File: config.mk
export PLATFORM = sky130hd
export DESIGN_NAME = fetch_align
export DESIGN_NICKNAME = d
export VERILOG_FILES = /design/src/rtl/fetch_align_pkg.sv /design/src/rtl/fetch_hw_queue.sv /design/src/rtl/fetch_align.sv
export SDC_FILE = /design/constraint.sdc
export NUM_CORES = 1
export LEC_CHECK = 0
export CAP_MARGIN = 20
export CORE_MARGIN = 3
export CORE_UTILIZATION = 45
export DETAILED_ROUTE_END_ITERATION = 10
export HOLD_SLACK_MARGIN = 0.12
export PLACE_DENSITY = 0.87
export SLEW_MARGIN = 20
export SYNTH_ARGS = -nofsm -noshare
export SYNTH_HDL_FRONTEND = slang
export SYNTH_SLANG_ARGS = --single-unit
File: constraint.sdc
create_clock -name clk -period 3.7 [get_ports clk]
set_input_delay 0.74 -clock clk [delete_from_list [all_inputs] [get_ports clk]]
set_output_delay 0.74 -clock clk [all_outputs]
set_load 0.005 [all_outputs]
File: src/rtl/fetch_align_pkg.sv
// Shared types for the fetch alignment stage: FSM states, halfword width,
// and the RVC length check.
package fetch_align_pkg;

    localparam int HW_W = 16;

    typedef enum logic [1:0] {
        IDLE      = 2'd0,
        WAIT      = 2'd1,
        WAIT_DROP = 2'd2
    } fetch_state_e;

    function automatic logic is_rvc(input logic [HW_W-1:0] hw);
        return hw[1:0] != 2'b11;
    endfunction

endpackage

File: src/rtl/fetch_hw_queue.sv
// Three-entry halfword queue with 0/1/2 push and pop in the same cycle.
module fetch_hw_queue
    import fetch_align_pkg::*;
(
    input  logic              clk,
    input  logic              rst,
    input  logic              flush,
    input  logic [1:0]        push_cnt,
    input  logic [2*HW_W-1:0] push_data,
    input  logic [1:0]        pop_cnt,
    output logic [1:0]        count,
    output logic [HW_W-1:0]   head,
    output logic [HW_W-1:0]   next_hw
);

    logic [HW_W-1:0] q  [3];
    logic [HW_W-1:0] nq [3];
    logic [1:0]      rem;
    logic [1:0]      count_nxt;

    always_comb begin
        rem   = count - pop_cnt;
        nq[0] = q[0];
        nq[1] = q[1];
        nq[2] = q[2];
        case (pop_cnt)
            2'd1: begin
                nq[0] = q[1];
                nq[1] = q[2];
            end
            2'd2: nq[0] = q[2];
            default: ;
        endcase
        // Pushed halfwords land right behind the survivors of the pop.
        for (int i = 0; i < 3; i++) begin
            if (push_cnt != 2'd0 && 3'(i) == {1'b0, rem})
                nq[i] = push_data[HW_W-1:0];
            if (push_cnt == 2'd2 && 3'(i) == {1'b0, rem} + 3'd1)
                nq[i] = push_data[2*HW_W-1:HW_W];
        end
        count_nxt = rem + push_cnt;
    end

    always_ff @(posedge clk) begin
        if (rst || flush) begin
            count <= 2'd0;
        end else begin
            count <= count_nxt;
            for (int i = 0; i < 3; i++)
                q[i] <= nq[i];
        end
    end

    assign head    = q[0];
    assign next_hw = q[1];

endmodule

File: src/rtl/fetch_align.sv
// Fetch stage: one outstanding word fetch, realigns 16/32-bit RISC-V
// instructions from a halfword queue toward decode.
module fetch_align
    import fetch_align_pkg::*;
#(
    parameter logic [31:0] RESET_PC = 32'h0000_0000
) (
    input  logic        clk,
    input  logic        rst,
    output logic        mem_req,
    output logic [31:0] mem_addr,
    input  logic [31:0] mem_rdata,
    input  logic        mem_rvalid,
    input  logic        redirect,
    input  logic [31:0] redirect_pc,
    output logic [31:0] inst,
    output logic [31:0] inst_pc,
    output logic        is_compressed,
    output logic        inst_valid,
    input  logic        inst_ready
);

    fetch_state_e    state;
    logic            skip_low;
    logic [1:0]      count;
    logic [1:0]      pop_cnt;
    logic [1:0]      push_cnt;
    logic [1:0]      count_after_pop;
    logic [HW_W-1:0] head;
    logic [HW_W-1:0] next_hw;
    logic [31:0]     push_data;
    logic            xfer;
    logic            rsp_ok;

    assign is_compressed = is_rvc(head);
    assign inst_valid    = (count != 2'd0 && is_compressed) || count >= 2'd2;
    assign inst          = is_compressed ? {16'h0, head} : {next_hw, head};

    assign xfer    = inst_valid && inst_ready && !redirect && !rst;
    assign pop_cnt = !xfer ? 2'd0 : (is_compressed ? 2'd1 : 2'd2);

    // Only ask for a word when a full one is guaranteed to fit.
    assign count_after_pop = count - pop_cnt;
    assign mem_req = state == IDLE && count_after_pop <= 2'd1
                     && !redirect && !rst;

    assign rsp_ok    = state == WAIT && mem_rvalid && !redirect && !rst;
    assign push_cnt  = !rsp_ok ? 2'd0 : (skip_low ? 2'd1 : 2'd2);
    assign push_data = skip_low ? {16'h0, mem_rdata[31:16]} : mem_rdata;

    fetch_hw_queue u_queue (
        .clk       (clk),
        .rst       (rst),
        .flush     (redirect),
        .push_cnt  (push_cnt),
        .push_data (push_data),
        .pop_cnt   (pop_cnt),
        .count     (count),
        .head      (head),
        .next_hw   (next_hw)
    );

    always_ff @(posedge clk) begin
        if (rst) begin
            state    <= IDLE;
            skip_low <= 1'b0;
            inst_pc  <= RESET_PC;
            mem_addr <= {RESET_PC[31:2], 2'b00};
        end else if (redirect) begin
            inst_pc  <= {redirect_pc[31:1], 1'b0};
            mem_addr <= {redirect_pc[31:2], 2'b00};
            skip_low <= redirect_pc[1];
            // A request still in flight must be drained and thrown away.
            case (state)
                WAIT:      state <= mem_rvalid ? IDLE : WAIT_DROP;
                WAIT_DROP: state <= mem_rvalid ? IDLE : WAIT_DROP;
                default:   state <= IDLE;
            endcase
        end else begin
            if (xfer)
                inst_pc <= inst_pc + (is_compressed ? 32'd2 : 32'd4);
            case (state)
                IDLE: begin
                    if (mem_req)
                        state <= WAIT;
                end
                WAIT: begin
                    if (mem_rvalid) begin
                        state    <= IDLE;
                        mem_addr <= mem_addr + 32'd4;
                        skip_low <= 1'b0;
                    end
                end
                WAIT_DROP: begin
                    if (mem_rvalid)
                        state <= IDLE;
                end
                default: state <= IDLE;
            endcase
        end
    end

endmodule
==> metrics, run 1 <==
outcome complete, no violations; worst setup path endpoint mem_req; CTS Sinks roughly 110; unrepaired setup endpoints after global routing false; row count 44; max-cap violations 0; placed insts roughly 1000; Cell Area, Synth approximately 6800 um2; IO Count around 170; hold depth 1; Worst-Margin Slew roughly 1.1 ns; Post-synth ARST share 0; launching point of the worst reg2reg path u_queue.q[0][0]; Synth top area share 0.213; Main synth FF type dfxtp_1; worst skew pair latency 0.42 ns; Via density approximately 6.1; Detailed Route WL around 21000 um; area grow syn2layout 33.8%; final period utilization 0.969; CP Cell Sequence clkdlybuf4s50_1, nor3b_4, o21ai_2, nor2_1, ha_1, xnor2_1, and3_1, clkdlybuf4s50_1; Worst path most repeated cell clkdlybuf4s50_1; top cells by area, synth edfxtp_1, dfxtp_1, xnor2_1; Worst Path Required ~3.0 ns; initial antenna violation count 1; max_slew headroom 0.284; Num CTS Buffers 17; WS Path Type in2out; critical path depth in cells 8; CP max-delay cell clkdlybuf4s50_1; Post-synth EDFFs 48; post-route setup TNS 0 ns; post-CTS setup buffers 0; Die Y-Extent roughly 130 um; H-Tree Depth 4; critical path capture point type output pin; Unique masters post-synth approximately 60; PD cells ~380 nW/um2; Yosys warnings 0; Avg WL per Cell 19.8 um; Worst Path Max Fanout 3; DRC violations left 0; first-pass GRT wire length 33100 um; initial core utilization 0.463; total congestion overflow 0; vias after detailed routing 6576; Root Driver clkbuf_16; GRT Util Overall 0.255; Reg clk slew, reported paths about 0.050 ns; Fin. Hold Viols 0; Final ANT Viol Nets 0; DP HPWL 14700 um; Slew Limit Fails 0; core outline area about 15000 um2; total die area approximately 17000 um2; Tightest Hold Check Type reg2reg; Nets roughly 960; Max VDD drop 0.324 mV; worst stage delay on the critical path between 0.5 and 0.6 ns; largest net degree at the start of global routing between 50 and 60; LEAKAGE roughly 3.3 nW; Cell Count, Final, Fillers Out between 1000 and 1500; register area share after synthesis 0.409; Final setup viols 0; number of global-route vias before repair 6197; DRT iter0 DRCs between 800 and 900; met3 wire length roughly 2100 um; cts repair resizes 0; share of layout cells above drive strength 1 0.0963; wire length on met1 between 8000 and 9000 um; antenna cells 0; Reg2Reg Setup Slack between 0.7 and 0.8 ns; crit path from rst; 1st-pass router iterations 9; Crit path arrival time approximately 2.9 ns; Crit Reg-Reg Endpoint inst_pc[27]; CTS tree done; global placement routability congestion ~0.93; Max clock buf depth 2; Final min period 3.59 ns; Final Skew around 0.0074 ns; Syn Area/Cell just over 9 um2; Achievable Freq 279 MHz; Reg2Reg Depth 9; CP Buf/Inv Count 2; startpoint types input pin; crit-path leading delay family buffers and inverters; Seq cells post-synth between 100 and 150; met2 wire len 10500 um; max layer used met5; Synth area leader edfxtp_1; chip width approximately 130 um; cell count after synthesis approximately 740; Port Buffers between 150 and 200; CTS Hold Bufs 0
## area by class of cell
class	instances	area (um2)
Clock buffer	23	509
Sequential cell	114	2760
Multi-Input combinational cell	524	3520
Clock inverter	9	75.1
Fill cell	1178	5550
Timing Repair Buffer	186	1800
Tap cell	184	230
Inverter	37	139
## routing by layer
layer	up-vias	GRT usage
met5	-	0
met4	2	0.106
met3	46	0.0702
met2	380	0.431
met1	3104	0.307
li1	3044	-
## worst reg2reg max path, stage by stage (launching register included)
cell      delay (ns)
edfxtp_1        0.43
and2_0          0.32
inv_1           0.15
ha_1            0.21
fa_1            0.24
nand3_1         0.15
or3_4           0.40
or3_4           0.42
o31a_1          0.28
o31a_1          0.23
## synth_stat cells, drive strengths merged (18+ instances only)
library cell and number:
nand2 57, buf 34, a31oi 19, clkbuf 36, a21boi 25, nand3 22
a21oi 34, nor2 39, and3 25, edfxtp 48, mux2i 18, inv 37
dfxtp 66, xnor2 30, nand4 26, a211oi 26, o22ai 21
## power by group
| group | switching, mW | internal (mW) |
|---|---|---|
| clock | 0.585 | 1.03 |
| combinational | 0.178 | 0.239 |
| sequential | 0.0800 | 1.36 |
## kinds of logic (layout without fill, tap and decap cells)
family	Yosys count	count (layout)	synth area share
multiplexers	34	34	0.0533
other	1	3	0.000555
flip-flops	114	114	0.409
buffers and inverters	107	255	0.0717
AND/OR/NAND/NOR	245	245	0.195
XOR/XNOR	42	42	0.0545
adder cells (fa/ha/maj)	8	8	0.0159
AO/OA/AOI/OAI	192	192	0.200
## registers in the layout, indices dropped and copies added, names as in the netlist
signal and cells:
skip_low 1, u_queue.count 2, inst_pc 31, u_queue.q 48, state 2, mem_addr 30
## worst min path at each step
stage,start,to,slack [ns]
finish,inst_pc[31],inst_pc[31],0.50
global route,inst_pc[31],inst_pc[31],0.51
CTS,inst_pc[31],inst_pc[31],0.50
detailed placement,inst_pc[31],inst_pc[31],0.49
global placement,inst_pc[31],inst_pc[31],0.48
floorplan,state[1],state[1],0.46
## layout by cell type, fill, tap and decap left out, types with 12 or more instances in the layout
cell type / count
a211oi_1: 26
a21boi_0: 24
a21oi_1: 32
a221oi_1: 16
a31oi_1: 19
and3_1: 25
buf_4: 23
clkbuf_16: 18
clkdlybuf4s50_1: 162
dfxtp_1: 65
edfxtp_1: 48
inv_1: 37
mux2_2: 16
mux2i_1: 18
nand2_1: 57
nand3_1: 21
nand4_1: 24
nor2_1: 39
nor2b_1: 16
nor3_1: 15
nor4_1: 16
o22ai_1: 21
xnor2_1: 30
xor2_1: 12
## metrics by stage
stage / util / hold WS [ns] / total power, mW / area [um2] / setup WS, ns
floorplan: - / 0.461 / 1.63 / 6760 / 0.0236
global placement: 0.579 / 0.482 / 1.86 / 8450 / 0.178
detailed placement: 0.579 / 0.486 / 1.87 / 8450 / 0.140
CTS: 0.619 / 0.498 / 3.48 / 9040 / 0.124
global route: 0.619 / 0.515 / 3.57 / 9040 / 0.00412
finish: 0.619 / 0.498 / 3.47 / 9040 / 0.114
Power figures use the tool's default switching activity.
==> run 2, diff against run 1 <==
clock period = 2.9 ns   (was 3.7 ns; I/O delays follow)
==> metrics, run 2 (same netlist as run 1, synthesis figures left out) <==
LEAKAGE 3.55 nW (+6.6%); CTS tree done; Reg2Reg Depth 9 (unchanged); Reg area 2760 um2 (unchanged); Tightest Hold Check Type reg2reg; Max VDD drop 0.395 mV (+22%); HP Start state[1]; Root Driver clkbuf_16; unrepaired setup endpoints after global routing true; most frequent cells in the layout clkdlybuf4s50_1, buf_4, dfxtp_1; WHS 0.502 ns (+0.00382 ns); Die Y-Extent 129 um (unchanged); Power, Total 4.37 mW (+26%); net switching power 1.06 mW (+26%); Slew Limit Fails 0 (unchanged); launching point of the worst reg2reg path u_queue.q[0][0]; Final Skew 0.00779 ns (+0.000397 ns); Reg clk slew, reported paths 0.05 ns (about the same); vias after detailed routing 6841 (+4.0%); Final min period approximately 2.8 ns; area occupied by multi-input gates 3570 um2 (+1.3%); total congestion overflow 0 (unchanged); Worst Path Max Fanout 6 (+3); Worst Path Required 2.32 ns (-0.64 ns); most common cell after layout, fill and taps aside clkdlybuf4s50_1; Top Registers u_queue.q: 48 flops, inst_pc: 31 flops, mem_addr: 30 flops; clock power share 0.454 (-0.011); number of global-route vias before repair 6510 (+5.1%); critical path capture point type output pin; initial antenna violation count 1 (unchanged); area grow syn2layout 39.8%; Port Buffers 163 (unchanged); initial core utilization 0.463 (unchanged); DRT iter0 DRCs 768 (-7.5%); 1st-pass router iterations 5 (-4); worst skew pair latency 0.43 ns (about the same); outcome complete, no violations; final period utilization 0.982; Nets 1006 (+5.1%); DRC violations left 0 (unchanged); Crit Reg-Reg Endpoint inst_pc[27]; Final ANT Viol Nets 0 (unchanged); CTS Sinks 114 (unchanged); Sw Ratio 0.243 (about the same); global placement routability congestion 0.914 (-1.9%); largest net degree at the start of global routing 47 (-16%); max-cap violations 0 (unchanged); max_slew headroom 0.292 (+0.00820); Crit path arrival time 2.27 ns (-0.58 ns); max FFs per register 48 (unchanged); Max clock buf depth 2 (unchanged); core outline area 14600 um2 (unchanged); worst hold endpoint state[1]; Num CTS Buffers 17 (unchanged); Achievable Freq 351 MHz; DP Worst Slack -0.348 ns (-0.488 ns); Fin. Hold Viols 0 (unchanged); Final setup viols 0 (unchanged); hold depth 2 (+1); fillers 1067 (-9.4%); Worst-Margin Slew 1.06 ns (-0.0194 ns); Biggest register u_queue.q; post-route setup TNS 0 ns (unchanged); first-pass GRT wire length 34000 um (+2.6%); H-Tree Depth 4 (unchanged); chip width 129 um (unchanged); Avg WL per Cell 19.6 um (-1.1%); PD cells 463 nW/um2 (+21%); row count 44 (unchanged); Reg2Reg Setup Slack 0.06 ns (-0.69 ns); total die area 16500 um2 (unchanged); IO Count 168 (unchanged); Int Pwr 3.31 mW (+26%); CTS Hold Bufs 0 (unchanged); share of layout cells above drive strength 1 0.148 (+0.0513); Detailed Route WL 22100 um (+3.5%); final worst slack 0.0510 ns (-0.0626 ns); Comb power frac 0.126 (+0.006); DP HPWL 14900 um (+1.9%); Via density 6.07 (-0.59%); startpoint types flip-flop; WS Path Type reg2out; GRT Util Overall 0.259 (+0.00412); Seq pwr share 0.420 (+0.005)
==> run 2: cell types whose count changed in the layout (fill, tap and decap cells not counted), sizes merged <==
cell	before	now
buf	24	74
clkdlybuf4s50	162	159
clkbuf	23	21
clkinv	5	7
inv	39	37
bufinv	1	2
clkdlybuf4s15	0	1
clkinvlp	1	2
diode	0	1
dlygate4sd2	0	1
==> run 2: area by class of cell <==
class / count / share of cell area
inverters: 37 / 0.0147
clock buffers: 21 / 0.0466
well taps: 184 / 0.0244
diodes: 1 / 0.000265
clock inverters: 11 / 0.0121
flip-flops and latches: 114 / 0.293
repair buffers: 235 / 0.232
multi-input cells: 524 / 0.378
==> run 2: what timing repair did <==
item,in CTS,in global routing
setup buffers,7,1
gates cloned,0,0
gates resized for setup,8,2
setup endpoints to repair,1,2
pin swaps,3,0
==> run 2: worst max path at each step <==
stage / from / endpoint
5_1_grt: u_queue.q[0][0] / inst_pc[27]
6_report: u_queue.q[0][0] / mem_req
3_5_place_dp: inst_ready / mem_req
4_1_cts: u_queue.q[0][0] / mem_req
2_1_floorplan: redirect / u_queue.q[0][16]
3_3_place_gp: inst_ready / mem_req
==> run 2: power by group through the flow <==
stage / Clock, mW / Sequential, mW / Combinational, mW
floorplan: 0 / 1.84 / 0.236
global placement: 0 / 1.86 / 0.527
detailed placement: 0 / 1.86 / 0.537
CTS: 1.98 / 1.83 / 0.546
global route: 2.05 / 1.84 / 0.590
finish: 1.98 / 1.83 / 0.551
==> run 2: per-stage QoR <==
stage           util  cell area (um2)  std cells
5_1_grt        0.647             9440       1127
3_3_place_gp   0.603             8800       1086
4_1_cts        0.646             9420       1125
3_5_place_dp   0.603             8800       1086
2_1_floorplan      -             6780        745
6_report       0.647             9440       1127
==> run 2: critical path, cell delays in order, from the launching register on <==
cell and delay, ns:
edfxtp_1 0.50, and2_0 0.25, buf_4 0.18, nor2_2 0.11, ha_2 0.22, xnor2_2 0.15
and3_4 0.23, clkdlybuf4s15_2 0.20
==> run 2: per-layer routing <==
layer | part of all wire | global-route usage | vias to the layer above
li1 | - | - | 3136
met1 | 0.40 | 0.336 | 3230
met2 | 0.47 | 0.410 | 399
met3 | 0.090 | 0.0560 | 76
met4 | 0.035 | 0.130 | 0
met5 | 0 | 0 | -
==> run 3, diff against run 2 <==
GPL_ROUTABILITY_DRIVEN = 0   (was not set)
PLACE_DENSITY = 0.81   (was 0.87)
==> metrics, run 3 (same netlist as run 1, synthesis figures left out) <==
outcome complete, no violations; first-pass GRT wire length 33700 um (-0.85%); chip width 129 um (unchanged); number of global-route vias before repair 6511 (+0.015%); Final ANT Viol Nets 0 (unchanged); max-cap violations 0 (unchanged); GRT Util Overall 0.259 (-0.000588); Max VDD drop 0.411 mV (+3.9%); fin util 0.648 (about the same); Die Y-Extent 129 um (unchanged); Reg clk slew, reported paths 0.05 ns (about the same); antenna cells 0 (-1); unrepaired setup endpoints after global routing false; DRC violations left 0 (unchanged); Reg2Reg Setup Slack 0.11 ns (+0.05 ns); Detailed Route WL 21600 um (-2.1%); WS Path Type in2out; max_slew headroom 0.403 (+0.111); LEAKAGE 3.54 nW (-0.29%); critical path capture point type output pin; HP Start inst_pc[31]; Post-DP Area 8750 um2 (-0.54%); Port Buffers 163 (unchanged); initial antenna violation count 0 (-1); startpoint types input pin; most common cell after layout, fill and taps aside clkdlybuf4s50_1; Crit Reg-Reg Endpoint inst_pc[27]; worst skew pair latency 0.42 ns (about the same); Reg2Reg Depth 9 (unchanged); DP HPWL 14800 um (-0.65%); Slew Limit Fails 0 (unchanged); Root Driver clkbuf_16; Final setup viols 0 (unchanged); total congestion overflow 0 (unchanged); initial core utilization 0.463 (unchanged); Top Registers u_queue.q: 48 flops, inst_pc: 31 flops, mem_addr: 30 flops; worst hold endpoint inst_pc[31]; Num CTS Buffers 17 (unchanged); Via density 6.01 (-0.95%); 1st-pass router iterations 6 (+1); row count 44 (unchanged); Fin. Hold Viols 0 (unchanged); CTS tree done; Max clock buf depth 2 (unchanged); largest net degree at the start of global routing 58 (+23%); Worst Path Required 2.32 ns (about the same); launching point of the worst reg2reg path u_queue.q[0][0]; most frequent cells in the layout clkdlybuf4s50_1, dfxtp_1, nand2_1; CTS Sinks 114 (unchanged); Worst Path Max Fanout 2 (-4); Avg WL per Cell 19.5 um (-0.73%); Final Skew 0.0100 ns (+0.00223 ns); core outline area 14600 um2 (unchanged); final period utilization 0.973 (-0.00925); H-Tree Depth 4 (unchanged); total die area 16500 um2 (unchanged); fin area 9450 um2 (about the same); PD cells 479 nW/um2 (+3.5%); CTS Hold Bufs 0 (unchanged); Final min period 2.82 ns (-0.0268 ns); vias after detailed routing 6680 (-2.4%); Worst-Margin Slew 0.895 ns (-0.160 ns); Crit path arrival time 2.24 ns (-0.03 ns); area grow syn2layout 39.9% (about the same); Nets 991 (-1.5%); Achievable Freq 354 MHz (+0.95%); hold depth 1 (-1); IO Count 168 (unchanged); Biggest register u_queue.q; max FFs per register 48 (unchanged); DRT iter0 DRCs 583 (-24%); Tightest Hold Check Type reg2reg; share of layout cells above drive strength 1 0.137 (-0.0106)
-- run 3: cell types whose count changed in the layout (fill, tap and decap cells not counted), moves of 2 or more --
| cell | delta |
|---|---|
| buf_4 | -21 |
| buf_12 | +5 |
| clkbuf_8 | +5 |
| clkinv_1 | -3 |
| buf_2 | -2 |
| clkbuf_1 | -2 |
| clkbuf_16 | +2 |
| clkdlybuf4s50_1 | +2 |
| clkinv_4 | -2 |
| inv_4 | +2 |
-- run 3: what timing repair did --
action / 4_1_cts / 5_1_grt
gates resized for setup: 7 / 3
endpoints found under the setup margin: 1 / 7
setup buffers: 8 / 1
pin swaps: 4 / 3
-- run 3: metrics by stage --
step           setup TNS [ns]  hold slack, ns  total power, mW  instances  setup slack (ns)
2_1_floorplan               0           0.461             2.07        745            0.0745
3_3_place_gp           -10.55           0.485             2.39       1070            -0.319
3_5_place_dp           -14.61           0.486             2.40       1070            -0.330
4_1_cts                     0           0.495             4.54       1110            0.0179
5_1_grt                     0           0.508             4.67       1111           0.00882
6_report                    0           0.493             4.52       1111            0.0778
-- run 3: cell type report --
class	count	area, um2
timing repair buffer	220	2140
clock buffer	26	552
sequential	114	2760
fill	1102	5140
clock inverter	6	62.6
multi-input combinational	524	3560
tap	184	230
inverter	37	139
-- run 3: routing by layer --
layer | wire length (um) | vias up | part of all wire | GRT usage
met4 | 924 | 0 | 0.043 | 0.125
li1 | - | 3096 | - | -
met1 | 8370 | 3090 | 0.39 | 0.312
met5 | 0 | - | 0 | 0
met3 | 2090 | 77 | 0.097 | 0.0681
met2 | 10200 | 417 | 0.47 | 0.430
-- run 3: power by group --
part	internal (mW)	total [mW]	switching, mW
clock	1.39	2.14	0.745
sequential	1.74	1.83	0.0903
combinational	0.318	0.559	0.241
-- run 3: worst max-delay path by stage --
stage               startpoint                to  slack [ns]  depth (start not counted)
global route        inst_ready   u_queue.q[0][7]       0.009                         11
CTS                 inst_ready           mem_req        0.02                          8
floorplan             redirect  u_queue.q[0][16]        0.07                          8
detailed placement    redirect           mem_req       -0.33                          8
global placement      redirect           mem_req       -0.32                          8
finish                redirect           mem_req        0.08                          8
-- run 3: worst max-delay path, cell delays in order --
cell and delay, ns:
clkdlybuf4s50_1 0.48, nor3b_4 0.26, o21ai_2 0.11, nor2_2 0.13
ha_2 0.23, xnor2_2 0.14, and3_4 0.21, clkbuf_2 0.10
